[src/rtl/lsu_bus_if.sv]
// Data-bus side of the load/store unit: valid/ready request channel plus read return.
interface lsu_bus_if;
    logic        bus_req;
    logic        bus_we;
    logic [31:0] bus_addr;
    logic [3:0]  bus_be;
    logic [31:0] bus_wdata;
    logic        bus_gnt;
    logic        bus_rvalid;
    logic [31:0] bus_rdata;

    modport master (
        output bus_req, bus_we, bus_addr, bus_be, bus_wdata,
        input  bus_gnt, bus_rvalid, bus_rdata
    );

    modport slave (
        input  bus_req, bus_we, bus_addr, bus_be, bus_wdata,
        output bus_gnt, bus_rvalid, bus_rdata
    );
endinterface

[src/rtl/lsu_bus.sv]
// Load/store unit: turns the datapath memory port into a gnt/rvalid bus transaction,
// stalling the core until the access completes, times out, or is found misaligned.
module lsu_bus #(
    parameter int unsigned TIMEOUT = 255
) (
    input  logic        clk,
    input  logic        reset,
    input  logic        mem_re,
    input  logic        mem_we,
    input  logic [2:0]  funct3,
    input  logic [31:0] addr,
    input  logic [31:0] wdata,
    output logic [31:0] rdata,
    output logic        stall,
    output logic        misalign,
    output logic        bus_err,
    lsu_bus_if.master   bus
);
    typedef enum logic [1:0] {IDLE, REQ, RESP, DONE} state_t;

    state_t      r_state, w_next;
    logic [31:0] r_addr, r_wdata, r_rdata, r_cnt;
    logic [3:0]  r_be;
    logic        r_we;
    logic [2:0]  r_f3;

    logic        w_acc, w_busy, w_tmo;
    logic [3:0]  w_be;
    logic [31:0] w_wdata, w_sh, w_ext;

    assign w_acc    = mem_re | mem_we;
    assign misalign = w_acc && ((funct3[1:0] == 2'b01 && addr[0]) ||
                                (funct3[1:0] == 2'b10 && addr[1:0] != 2'b00));
    assign stall    = w_acc && !misalign && (r_state != DONE);
    assign rdata    = misalign ? 32'd0 : r_rdata;

    assign w_busy = (r_state == REQ) || (r_state == RESP);
    assign w_tmo  = w_busy && (TIMEOUT != 0) && (r_cnt == TIMEOUT);

    assign bus.bus_we    = r_we;
    assign bus.bus_addr  = {r_addr[31:2], 2'b00};
    assign bus.bus_be    = r_be;
    assign bus.bus_wdata = r_wdata;

    // Unknown sizes (funct3[1:0]=11) fall into the word case.
    always_comb begin
        w_be    = 4'b1111;
        w_wdata = wdata;
        case (funct3[1:0])
            2'b00: begin
                w_be    = 4'b0001 << addr[1:0];
                w_wdata = {4{wdata[7:0]}};
            end
            2'b01: begin
                w_be    = addr[1] ? 4'b1100 : 4'b0011;
                w_wdata = {2{wdata[15:0]}};
            end
            default: ;
        endcase
    end

    // Halves are aligned, so shifting by the byte offset lands either size in the low bits.
    assign w_sh = bus.bus_rdata >> {r_addr[1:0], 3'b000};

    always_comb begin
        w_ext = w_sh;
        case (r_f3[1:0])
            2'b00:   w_ext = {{24{w_sh[7]  & ~r_f3[2]}}, w_sh[7:0]};
            2'b01:   w_ext = {{16{w_sh[15] & ~r_f3[2]}}, w_sh[15:0]};
            default: w_ext = bus.bus_rdata;
        endcase
    end

    always_comb begin
        w_next      = r_state;
        bus.bus_req = 1'b0;
        bus_err     = 1'b0;
        case (r_state)
            IDLE: if (w_acc && !misalign) w_next = REQ;
            REQ: begin
                if (w_tmo) begin
                    bus_err = 1'b1;
                    w_next  = DONE;
                end else begin
                    bus.bus_req = 1'b1;
                    if (bus.bus_gnt) w_next = r_we ? DONE : RESP;
                end
            end
            RESP: begin
                if (w_tmo) begin
                    bus_err = 1'b1;
                    w_next  = DONE;
                end else if (bus.bus_rvalid) begin
                    w_next = DONE;
                end
            end
            DONE:    w_next = IDLE;
            default: w_next = IDLE;
        endcase
    end

    always_ff @(posedge clk or posedge reset) begin
        if (reset) begin
            r_state <= IDLE;
            r_addr  <= '0;
            r_wdata <= '0;
            r_rdata <= '0;
            r_cnt   <= '0;
            r_be    <= '0;
            r_we    <= 1'b0;
            r_f3    <= '0;
        end else begin
            r_state <= w_next;
            if (r_state == IDLE && w_next == REQ) begin
                r_addr  <= addr;
                r_wdata <= w_wdata;
                r_be    <= w_be;
                r_we    <= mem_we;
                r_f3    <= funct3;
            end
            if (w_tmo)
                r_rdata <= '0;
            else if (r_state == RESP && bus.bus_rvalid)
                r_rdata <= w_ext;
            if (w_next != r_state)
                r_cnt <= '0;
            else if (w_busy)
                r_cnt <= r_cnt + 32'd1;
        end
    end
endmodule

[src/flat_wrapper.sv]
// flat-port wrapper written by rule: the top's interface ports become plain ports
module lsu_bus_flat 
#(
    parameter int unsigned TIMEOUT = 255
)
  (clk, reset, mem_re, mem_we, funct3, addr, wdata, rdata, stall, misalign, bus_err, bus_bus_req, bus_bus_we, bus_bus_addr, bus_bus_be, bus_bus_wdata, bus_bus_gnt, bus_bus_rvalid, bus_bus_rdata);
  lsu_bus_if bus_i ();
  input  logic clk;
  input  logic reset;
  input  logic mem_re;
  input  logic mem_we;
  input  logic [2:0] funct3;
  input  logic [31:0] addr;
  input  logic [31:0] wdata;
  output logic [31:0] rdata;
  output logic stall;
  output logic misalign;
  output logic bus_err;
  output wire logic [$bits(bus_i.bus_req)-1:0] bus_bus_req;
  output wire logic [$bits(bus_i.bus_we)-1:0] bus_bus_we;
  output wire logic [$bits(bus_i.bus_addr)-1:0] bus_bus_addr;
  output wire logic [$bits(bus_i.bus_be)-1:0] bus_bus_be;
  output wire logic [$bits(bus_i.bus_wdata)-1:0] bus_bus_wdata;
  input wire logic [$bits(bus_i.bus_gnt)-1:0] bus_bus_gnt;
  input wire logic [$bits(bus_i.bus_rvalid)-1:0] bus_bus_rvalid;
  input wire logic [$bits(bus_i.bus_rdata)-1:0] bus_bus_rdata;
  assign bus_bus_req = bus_i.bus_req;
  assign bus_bus_we = bus_i.bus_we;
  assign bus_bus_addr = bus_i.bus_addr;
  assign bus_bus_be = bus_i.bus_be;
  assign bus_bus_wdata = bus_i.bus_wdata;
  assign bus_i.bus_gnt = bus_bus_gnt;
  assign bus_i.bus_rvalid = bus_bus_rvalid;
  assign bus_i.bus_rdata = bus_bus_rdata;
  lsu_bus #(.TIMEOUT(TIMEOUT)) u_core (.clk(clk), .reset(reset), .mem_re(mem_re), .mem_we(mem_we), .funct3(funct3), .addr(addr), .wdata(wdata), .rdata(rdata), .stall(stall), .misalign(misalign), .bus_err(bus_err), .bus(bus_i));
endmodule
[config.mk]
export PLATFORM = sky130hd
export DESIGN_NAME = lsu_bus_flat
export DESIGN_NICKNAME = d
export VERILOG_FILES = /design/src/rtl/lsu_bus_if.sv /design/src/rtl/lsu_bus.sv /design/src/flat_wrapper.sv
export SDC_FILE = /design/constraint.sdc
export NUM_CORES = 1
export LEC_CHECK = 0
export BUFFER_PORTS_ARGS = -buffer_cell sky130_fd_sc_hd__buf_4
export CAP_MARGIN = 20
export CORE_MARGIN = 2
export CORE_UTILIZATION = 48
export CTS_CLUSTER_DIAMETER = 120
export DETAILED_ROUTE_END_ITERATION = 7
export PLACE_DENSITY = 0.78
export REMOVE_ABC_BUFFERS = 1
export SLEW_MARGIN = 20
export SYNTH_ARGS = -nofsm -noshare
export SYNTH_HDL_FRONTEND = slang
export SYNTH_SLANG_ARGS = --single-unit
[constraint.sdc]
create_clock -name clk -period 4.1 [get_ports clk]
set_input_delay 0.615 -clock clk [delete_from_list [all_inputs] [get_ports clk]]
set_output_delay 0.615 -clock clk [all_outputs]
set_load 0.1 [all_outputs]
==> out/results.ini <==
[logic_synthesis]
yosysUniqueCellTypes=49
yosysTopAreaCell=dfrtp_1
ys_top_cells_by_area=dfrtp_1, mux2_2, mux2i_1
ys.flop_type=dfrtp_1
synth.most_common_cell=dfrtp_1
synth_edf_count=0
netlist.area_leader.share=0.469
syn_inst=734
yosys_warnings=0
seq_area_frac_synth=0.469
synth_commonest_cells=dfrtp_1, nand2_1, nor2b_1
syn_area_per_cell_um2=10.0
ys_async_sr_fraction=1.00
ys_ff_latch=138
syn_area_um2=7360

[clock_tree]
clk_path_buf_depth=2
cts_resized=0
insertion_delay_ps=420
cts_tree=done
numCtsBuffers=17
path_clk_slew_ps=60
cts_hold_buf=0
cts_root_buf=clkbuf_16
cts_sinks=138
ctsHtreeMaxLevel=4
post_cts_buffers=0

[finish]
final_net_count=1002
final_cell_count_no_fill=1092
fill_cells=1227
syn2layout_area_growth_pct=28.7
drive_above_1_share=0.341
utilization=0.628
multi_input_area_um2=3400
diodes=0
regArea_um2=3450

[place]
finalWeightedCongestion=0.858
io_buffer_count=207
pre_cts_ws_ps=784
dp_hpwl_um=13200
dp_cells=1060

[floorplan]
chipWidth_um=128
fp.coreArea_um2=15100
dieArea_um2=16300
ios=210
fp-row-count=45
start_util=0.488
die-height_um=128

[route]
drc_errors=0
viasPerCell=5.59
drt-total-wl_um=18800
vias=6103
ant_nets=0
drt_iter0_markers=365
drt-wirelength-per-cell_um=17.2
dr.pass1.iters=5

[sta]
final_hold_viol_count=0
setup_ws_ps=690
setup_viol=0
rsz0062_at_grt=false
tightest_slew_ps=1060
slew_headroom=0.288
max_freq_mhz=293
fin_crit_sh=0.832
drv_slew=0
finClkSkew_ps=8.34
hold_slack_ps=366
layout_min_cycle_time_ps=3410

[run]
max-cap-violations=0

[setup_path]
crit_type=flop to output pin
r2r_end=u_core.r_cnt[18]$_DFFE_PP0P_
required_ps=3480
cp-end-kind=output pin
crit_fanout=6
ff2ff_path_depth=8
crit_arrival_ps=2790
reg2reg_from=u_core.r_state[0]$_DFF_PP0_
startpoint_type=flop
rrSetupSlack_ps=790

[grt]
grt.total_usage=0.235
grt_pass1_wl_um=30500
grt_pass1_vias=6138
antenna_found_initial=0
grt_max_degree=102
grt_overflow_total=0

[run_status]
status=complete, no violations

[worst_hold_path]
hp-class=input pin to async pin

[layout make-up]
cell class	instances	share of cell area
flip-flops and latches	138	0.365
multi-input cells	500	0.359
repair buffers	224	0.179
clock buffers	20	0.0482
well taps	188	0.0248
clock inverters	12	0.0197
inverters	10	0.00449
[flip-flops by register name (all words and copies together), names as in the netlist]
signal and count:
u_core.bus.bus_be 4, u_core.r_f3 3, u_core.r_state 2, u_core.r_addr 32, u_core.r_rdata 32, u_core.bus.bus_wdata 32
u_core.r_cnt 32, u_core.bus.bus_we 1
[per-stage QoR]
step / setup TNS (ps) / instance area, µm²
after floorplan: -297680 / 6880
after global placement: 0 / 8830
after detailed placement: 0 / 8830
final: 0 / 9470
after CTS: 0 / 9470
after global routing: 0 / 9470
[layout by cell type, fill, tap and decap left out, types with 2 or more instances in the layout]
master,instances
nand2_1,58
nand4_1,12
a21oi_1,38
inv_6,3
a211oi_1,34
xnor2_1,7
xor2_1,25
buf_4,223
nand2b_1,2
nand3b_1,9
mux2i_1,35
inv_1,9
conb_1,2
clkbuf_16,17
nand3_1,26
nor2_1,29
and2_1,2
o21ai_0,48
dfrtp_1,138
nor4_1,9
ha_1,6
clkinvlp_4,3
o221ai_1,7
clkbuf_8,2
and3_1,4
o41ai_1,16
nor2b_1,51
bufinv_16,4
or3_1,3
mux2_2,42
nor3_1,13
clkinv_4,3
[per-layer routing]
layer	part of all wire	wire length, µm	GRT usage	vias to the layer above
met4	0.019	363	0.0808	0
met1	0.41	7730	0.292	2951
met2	0.49	9130	0.387	233
met5	0	0	0	-
li1	-	-	-	2889
met3	0.083	1560	0.0801	30
[logic make-up (layout without fill, tap and decap cells)]
| family | after synthesis | in the layout | synth area share |
|---|---|---|---|
| AOI/OAI and AO/OA | 156 | 156 | 0.136 |
| and+or+nand+nor | 226 | 226 | 0.159 |
| muxes | 78 | 78 | 0.115 |
| DFF | 138 | 138 | 0.469 |
| adders and majority gates | 6 | 6 | 0.0102 |
| xor gates and xnor gates | 32 | 32 | 0.0381 |
| other | 1 | 2 | 0.000510 |
| buffers and inverters | 97 | 266 | 0.0712 |
[worst max-delay path by stage]
stage / start / to / slack, ps / cells past startpoint
detailed placement: u_core.r_state[0]$_DFF_PP0_ / u_core.r_cnt[18]$_DFFE_PP0P_ / 780 / 8
floorplan: funct3[0] / u_core.bus.bus_wdata[0]$_DFFE_PP0P_ / -3320 / 4
global placement: u_core.r_state[0]$_DFF_PP0_ / u_core.r_cnt[20]$_DFFE_PP0P_ / 910 / 8
global route: u_core.r_state[0]$_DFF_PP0_ / u_core.r_cnt[18]$_DFFE_PP0P_ / 500 / 8
CTS: u_core.r_state[0]$_DFF_PP0_ / bus_err / 650 / 6
finish: u_core.r_state[0]$_DFF_PP0_ / bus_err / 690 / 6
[critical path, stage by stage (launching register included)]
cell     delay (ps)
dfrtp_1         480
inv_1           150
ha_1            420
nand3_1         140
or3_1           470
nor3_1          350
buf_4           360
Power is left out: the tool's default activity adds up to more than one toggle a clock period on the data nets, which glitch-free logic cannot reach.
